<file path="config.mk">
export PLATFORM = sky130hd
export DESIGN_NAME = change_dispenser
export DESIGN_NICKNAME = d
export VERILOG_FILES = /design/src/rtl/change_dispenser.sv
export SDC_FILE = /design/constraint.sdc
export NUM_CORES = 1
export LEC_CHECK = 0
export ABC_AREA = 1
export CAP_MARGIN = 20
export CORE_MARGIN = 10
export CORE_UTILIZATION = 35
export DETAILED_ROUTE_END_ITERATION = 16
export MAX_ROUTING_LAYER = met4
export PLACE_DENSITY = 0.69
export SLEW_MARGIN = 20
export SYNTH_ARGS = -nofsm -noshare
export SYNTH_HDL_FRONTEND = slang
export SYNTH_SLANG_ARGS = --single-unit
</file>
<file path="constraint.sdc">
create_clock -name clk -period 6.1 [get_ports clk]
set_clock_uncertainty 0.1 [all_clocks]
set_input_delay 1.22 -clock clk [delete_from_list [all_inputs] [get_ports clk]]
set_output_delay 1.22 -clock clk [all_outputs]
set_load 0.05 [all_outputs]
</file>
<file path="src/rtl/change_dispenser.sv">
// change_dispenser: greedy 20/10/5 change payout over a 4-phase req/ack coin hopper,
// with per-denomination inventory counters.
// Optional feature macro: CHANGE_TIMEOUT_EN (abort a coin request when the hopper
// does not acknowledge within ACK_TIMEOUT cycles; reports fault and short).
module change_dispenser #(
    parameter int unsigned AMT_W       = 8,
    parameter int unsigned CNT_W       = 4,
    parameter int unsigned ACK_TIMEOUT = 15
) (
    input  logic             clk,
    input  logic             reset_n,
    input  logic             start,
    input  logic [AMT_W-1:0] change_amt,
    input  logic             load,
    input  logic [CNT_W-1:0] load_n5,
    input  logic [CNT_W-1:0] load_n10,
    input  logic [CNT_W-1:0] load_n20,
    output logic             coin_req,
    output logic [1:0]       coin_sel,
    input  logic             coin_ack,
    output logic             busy,
    output logic             done,
    output logic             short,
    output logic             fault,
    output logic [AMT_W-1:0] remaining,
    output logic [CNT_W-1:0] n5,
    output logic [CNT_W-1:0] n10,
    output logic [CNT_W-1:0] n20
);

    localparam logic [1:0] SEL_5  = 2'd0;
    localparam logic [1:0] SEL_10 = 2'd1;
    localparam logic [1:0] SEL_20 = 2'd2;

    typedef enum logic [2:0] {
        S_IDLE    = 3'd0,
        S_SELECT  = 3'd1,
        S_REQ     = 3'd2,
        S_RELEASE = 3'd3,
        S_FINISH  = 3'd4
    } state_e;

    state_e           state_q, state_d;
    logic             coin_req_q, coin_req_d;
    logic [1:0]       coin_sel_q, coin_sel_d;
    logic             busy_q, busy_d;
    logic             done_q, done_d;
    logic             short_q, short_d;
    logic [AMT_W-1:0] remaining_q, remaining_d;
    logic [CNT_W-1:0] n5_q, n5_d;
    logic [CNT_W-1:0] n10_q, n10_d;
    logic [CNT_W-1:0] n20_q, n20_d;
    logic [AMT_W-1:0] coin_val;

`ifdef CHANGE_TIMEOUT_EN
    localparam int unsigned TO_W = (ACK_TIMEOUT < 2) ? 1 : $clog2(ACK_TIMEOUT);

    logic            fault_q, fault_d;
    logic [TO_W-1:0] to_cnt_q, to_cnt_d;
`endif

    // Value of the coin currently being issued; used to debit remaining on ack.
    always_comb begin
        coin_val = AMT_W'(5);
        case (coin_sel_q)
            SEL_20:  coin_val = AMT_W'(20);
            SEL_10:  coin_val = AMT_W'(10);
            default: coin_val = AMT_W'(5);
        endcase
    end

    // Next-state and output-register logic for the payout sequencer.
    always_comb begin
        state_d     = state_q;
        coin_req_d  = coin_req_q;
        coin_sel_d  = coin_sel_q;
        done_d      = 1'b0;
        short_d     = short_q;
        remaining_d = remaining_q;
        n5_d        = n5_q;
        n10_d       = n10_q;
        n20_d       = n20_q;
`ifdef CHANGE_TIMEOUT_EN
        fault_d     = fault_q;
        to_cnt_d    = to_cnt_q;
`endif

        case (state_q)
            S_IDLE: begin
                if (load) begin
                    n5_d  = load_n5;
                    n10_d = load_n10;
                    n20_d = load_n20;
                end
                if (start) begin
                    remaining_d = change_amt;
                    short_d     = 1'b0;
`ifdef CHANGE_TIMEOUT_EN
                    fault_d     = 1'b0;
`endif
                    state_d     = S_SELECT;
                end
            end

            S_SELECT: begin
                // Greedy choice; the >= compares guarantee the later debit cannot wrap.
                if (remaining_q == '0) begin
                    short_d = 1'b0;
                    done_d  = 1'b1;
                    state_d = S_FINISH;
                end else if ((remaining_q >= AMT_W'(20)) && (n20_q != '0)) begin
                    coin_sel_d = SEL_20;
                    coin_req_d = 1'b1;
                    state_d    = S_REQ;
                end else if ((remaining_q >= AMT_W'(10)) && (n10_q != '0)) begin
                    coin_sel_d = SEL_10;
                    coin_req_d = 1'b1;
                    state_d    = S_REQ;
                end else if ((remaining_q >= AMT_W'(5)) && (n5_q != '0)) begin
                    coin_sel_d = SEL_5;
                    coin_req_d = 1'b1;
                    state_d    = S_REQ;
                end else begin
                    short_d = 1'b1;
                    done_d  = 1'b1;
                    state_d = S_FINISH;
                end
`ifdef CHANGE_TIMEOUT_EN
                to_cnt_d = '0;
`endif
            end

            S_REQ: begin
                if (coin_ack) begin
                    coin_req_d  = 1'b0;
                    remaining_d = remaining_q - coin_val;
                    case (coin_sel_q)
                        SEL_20:  n20_d = n20_q - CNT_W'(1);
                        SEL_10:  n10_d = n10_q - CNT_W'(1);
                        default: n5_d  = n5_q - CNT_W'(1);
                    endcase
                    state_d = S_RELEASE;
                end
`ifdef CHANGE_TIMEOUT_EN
                else if (to_cnt_q == TO_W'(ACK_TIMEOUT - 1)) begin
                    // Hopper never answered: abandon without touching amount or inventory.
                    coin_req_d = 1'b0;
                    short_d    = 1'b1;
                    fault_d    = 1'b1;
                    done_d     = 1'b1;
                    state_d    = S_FINISH;
                end else begin
                    to_cnt_d = to_cnt_q + TO_W'(1);
                end
`endif
            end

            S_RELEASE: begin
                // Complete the 4-phase handshake before another request may rise.
                if (!coin_ack) begin
                    state_d = S_SELECT;
                end
            end

            S_FINISH: begin
                state_d = S_IDLE;
            end

            default: begin
                coin_req_d = 1'b0;
                state_d    = S_IDLE;
            end
        endcase

        busy_d = (state_d != S_IDLE);
    end

    // State and output registers with asynchronous active-low reset.
    always_ff @(posedge clk or negedge reset_n) begin
        if (!reset_n) begin
            state_q     <= S_IDLE;
            coin_req_q  <= 1'b0;
            coin_sel_q  <= 2'd0;
            busy_q      <= 1'b0;
            done_q      <= 1'b0;
            short_q     <= 1'b0;
            remaining_q <= '0;
            n5_q        <= '0;
            n10_q       <= '0;
            n20_q       <= '0;
        end else begin
            state_q     <= state_d;
            coin_req_q  <= coin_req_d;
            coin_sel_q  <= coin_sel_d;
            busy_q      <= busy_d;
            done_q      <= done_d;
            short_q     <= short_d;
            remaining_q <= remaining_d;
            n5_q        <= n5_d;
            n10_q       <= n10_d;
            n20_q       <= n20_d;
        end
    end

`ifdef CHANGE_TIMEOUT_EN
    // Acknowledge timeout counter and fault flag.
    always_ff @(posedge clk or negedge reset_n) begin
        if (!reset_n) begin
            fault_q  <= 1'b0;
            to_cnt_q <= '0;
        end else begin
            fault_q  <= fault_d;
            to_cnt_q <= to_cnt_d;
        end
    end

    assign fault = fault_q;
`else
    assign fault = 1'b0;
`endif

    assign coin_req  = coin_req_q;
    assign coin_sel  = coin_sel_q;
    assign busy      = busy_q;
    assign done      = done_q;
    assign short     = short_q;
    assign remaining = remaining_q;
    assign n5        = n5_q;
    assign n10       = n10_q;
    assign n20       = n20_q;

endmodule

</file>
==> impl_metrics.tcl <==
set metrics [dict create \
    r2r-end "remaining[6]$_DFFE_PN0P_" \
    die_w_um 95.7 \
    syn_area_um2 2010 \
    vias_per_cell 4.63 \
    grt_max_degree 30 \
    cp-end-kind "output pin" \
    rows 27 \
    clk_latency_ns 0.28 \
    wl_per_cell_um 12.4 \
    hold_buffers 0 \
    holdPathEnd "short$_DFFE_PN0P_" \
    io_buffers 50 \
    cts_sinks 29 \
    ys.warnings.count 0 \
    hold_ws_ns 0.371 \
    drive_gt1_frac 0.0702 \
    antenna_found_initial 0 \
    cpLargestDelayFamily "buffers and inverters" \
    crit_path_max_incr_delay_ns 0.84 \
    path_clk_slew_ns 0.07 \
    instances_no_fill 414 \
    worst_hold_startpoint "short$_DFFE_PN0P_" \
    grt_pass1_vias 1974 \
    tritoncts "yes" \
    cts_setup_buffers 0 \
    pre_cts_slack_ns 3.47 \
    seq_area_um2 726 \
    hp-class "register to register" \
    crit_fanout 6 \
    multi_input_area_um2 1080 \
    routed_wl_mm 5.14 \
    ys_ff_latch 29 \
    ff2ff_path_depth 10 \
    power_density_nw_per_um2 625 \
    gp_congestion 0.849 \
    initial_core_util 0.362 \
    required_ns 4.78 \
    worstReg2RegStart "coin_sel[0]$_DFFE_PN0P_" \
    cts-root-buf "clkbuf_8" \
    area_growth_pct 32.1 \
    hold_depth 2 \
    dpl.cell_count 406 \
    fin_tns_setup_ns 0 \
    status "complete, no violations" \
    max_slew_margin 0.555 \
    critical_path.cell_chain "clkdlybuf4s50_1" \
    peakVddDrop_v 0.000274 \
    setup_viol 0 \
    cts_resized 0 \
    worst_slack_ns 3.21 \
    finalHoldViolCount 0 \
    rrSetupSlack_ns 3.66 \
    num_vias 1917 \
    htree_num_levels 2 \
    cp_num_buf_inv 1 \
    start_kind "register" \
    worst_ep_arrival_time_ns 1.57 \
    ys_types 29 \
    final_max_slew_viol_count 0 \
    path_class "register to output pin" \
    grt.overflow.total 0 \
    p_leak_nw 1.30 \
    antenna_cells 0 \
    cts_made_buffers 5 \
    core_um2 5540 \
    worstMarginPinSlew_ns 0.666 \
    drc_errors 0 \
    fin_crit_ns 2.89 \
    die_h_um 95.7 \
    dr.first_iter.drc_count 79 \
    nets 379 \
    n_fill_cell 582 \
    syn_nets 327 \
    worst-path-stages 1 \
    cts.path.max_buffers 2 \
    rsz0062_at_grt "no" \
    max-cap-violations 0 \
    ys_seq_area_frac 0.362 \
    cpMaxStageDelayCell "clkdlybuf4s50_1" \
    grt_pass1_wl_mm 8.81 \
    syn-instance-count 289 \
    grtUsageTotal 0.123 \
    fp.dieArea_um2 9160 \
    fin_crit_sh 0.473 \
    fmax_mhz 347 \
    avgSynthCellArea_um2 6.94 \
    dp_hpwl_mm 3.94 \
    dr.pass1.iters 4 \
    detail-route-antenna-nets 0 \
    pin_count 52 \
]
synth_stat cells:
cell      count  area share
buf_6         1      0.0056
nand2_4       1      0.0056
nor2b_1       1      0.0031
or2_1         1      0.0031
o21ai_1       7       0.017
conb_1        1      0.0019
nand2_2       7       0.022
o211ai_1      3       0.011
inv_2         1      0.0019
nand3_1      15       0.037
o21bai_1      1      0.0037
o21ai_2       3       0.013
buf_2         3      0.0075
fa_1          1       0.010
buf_4         2      0.0075
nor2_1       32       0.060
inv_1        42       0.079
a21oi_1      13       0.032
ha_1         12       0.075
dfrtp_1      29        0.36
nand4_1       3      0.0094
nand2_1      80        0.15
nor2_2        3      0.0094
xnor2_1       1      0.0044
o21ai_0      22       0.055
nor3_1        1      0.0025
xor2_1        1      0.0044
o21a_1        1      0.0037
a31oi_1       1      0.0031
flip-flops by register name, indices dropped and copies added, names as in the netlist:
register and count:
busy 1, coin_req 1, n5 4, state_q 3, remaining 8, short 1
n10 4, n20 4, coin_sel 2, done 1
cell type report:
type,instances,share of cell area
multi-input combinational,211,0.407
sequential,29,0.274
timing repair buffer,51,0.192
inverter,43,0.0609
tap,72,0.0340
clock buffer,5,0.0260
clock inverter,3,0.00661
metal layers:
metal	GRT usage	wire, um
met1	0.145	2380
met5	-	0
met3	0.0319	320
met2	0.204	2380
met4	0.0332	55
layout by cell type, fill, tap and decap left out, types with 2 or more instances in the layout:
cell type        count
nand2_1             80
nor2_1              32
clkinv_2             2
o21ai_1              7
o21ai_2              3
nand3_1             15
nor2_2               3
o211ai_1             3
nand4_1              3
a21oi_1             13
clkdlybuf4s50_1     50
ha_1                12
o21ai_0             22
dfrtp_1             29
nand2_2              7
clkbuf_8             5
inv_1               42
stage by stage:
step           cell area, um2   util  power, W
2_1_floorplan            2010      -   0.00120
3_3_place_gp             2560  0.463   0.00149
3_5_place_dp             2560  0.463   0.00151
4_1_cts                  2650  0.478   0.00168
5_1_grt                  2650  0.478   0.00182
6_report                 2650  0.478   0.00166
logic make-up after synthesis:
logic type / synth area share
other: 0.00187
AO/OA/AOI/OAI: 0.140
XOR/XNOR: 0.00874
adder cells (fa/ha/maj): 0.0848
buffers and inverters: 0.101
flip-flops: 0.362
AND/OR/NAND/NOR: 0.302
worst reg2reg max path, stage by stage (launching register included):
cell and delay [ns]:
dfrtp_1 0.42, inv_1 0.09, ha_1 0.35, ha_1 0.24, fa_1 0.41, o21ai_0 0.31, nand2_1 0.12, nand3_1 0.08
nand3_1 0.07, nand2_1 0.09, nand2_1 0.05
power by group:
part / switching [W] / internal (W) / total [W]
clock: 0.0000801 / 0.0000786 / 0.000159
combinational: 0.000748 / 0.000376 / 0.00112
sequential: 0.0000909 / 0.000282 / 0.000372
how the worst max path moves through the flow:
| stage | from | slack, ns | endpoint |
|---|---|---|---|
| 6_report | remaining[3]$_DFFE_PN0P_ | 3.21 | remaining[3] |
| 5_1_grt | remaining[1]$_DFFE_PN0P_ | 3.16 | remaining[1] |
| 4_1_cts | remaining[1]$_DFFE_PN0P_ | 3.21 | remaining[1] |
| 3_5_place_dp | coin_ack | 3.47 | n20[2]$_DFFE_PN0P_ |
| 3_3_place_gp | coin_ack | 3.51 | n20[0]$_DFFE_PN0P_ |
| 2_1_floorplan | coin_sel[0]$_DFFE_PN0P_ | 3.59 | remaining[6]$_DFFE_PN0P_ |
No activity file was read; power rests on OpenSTA's default activity.
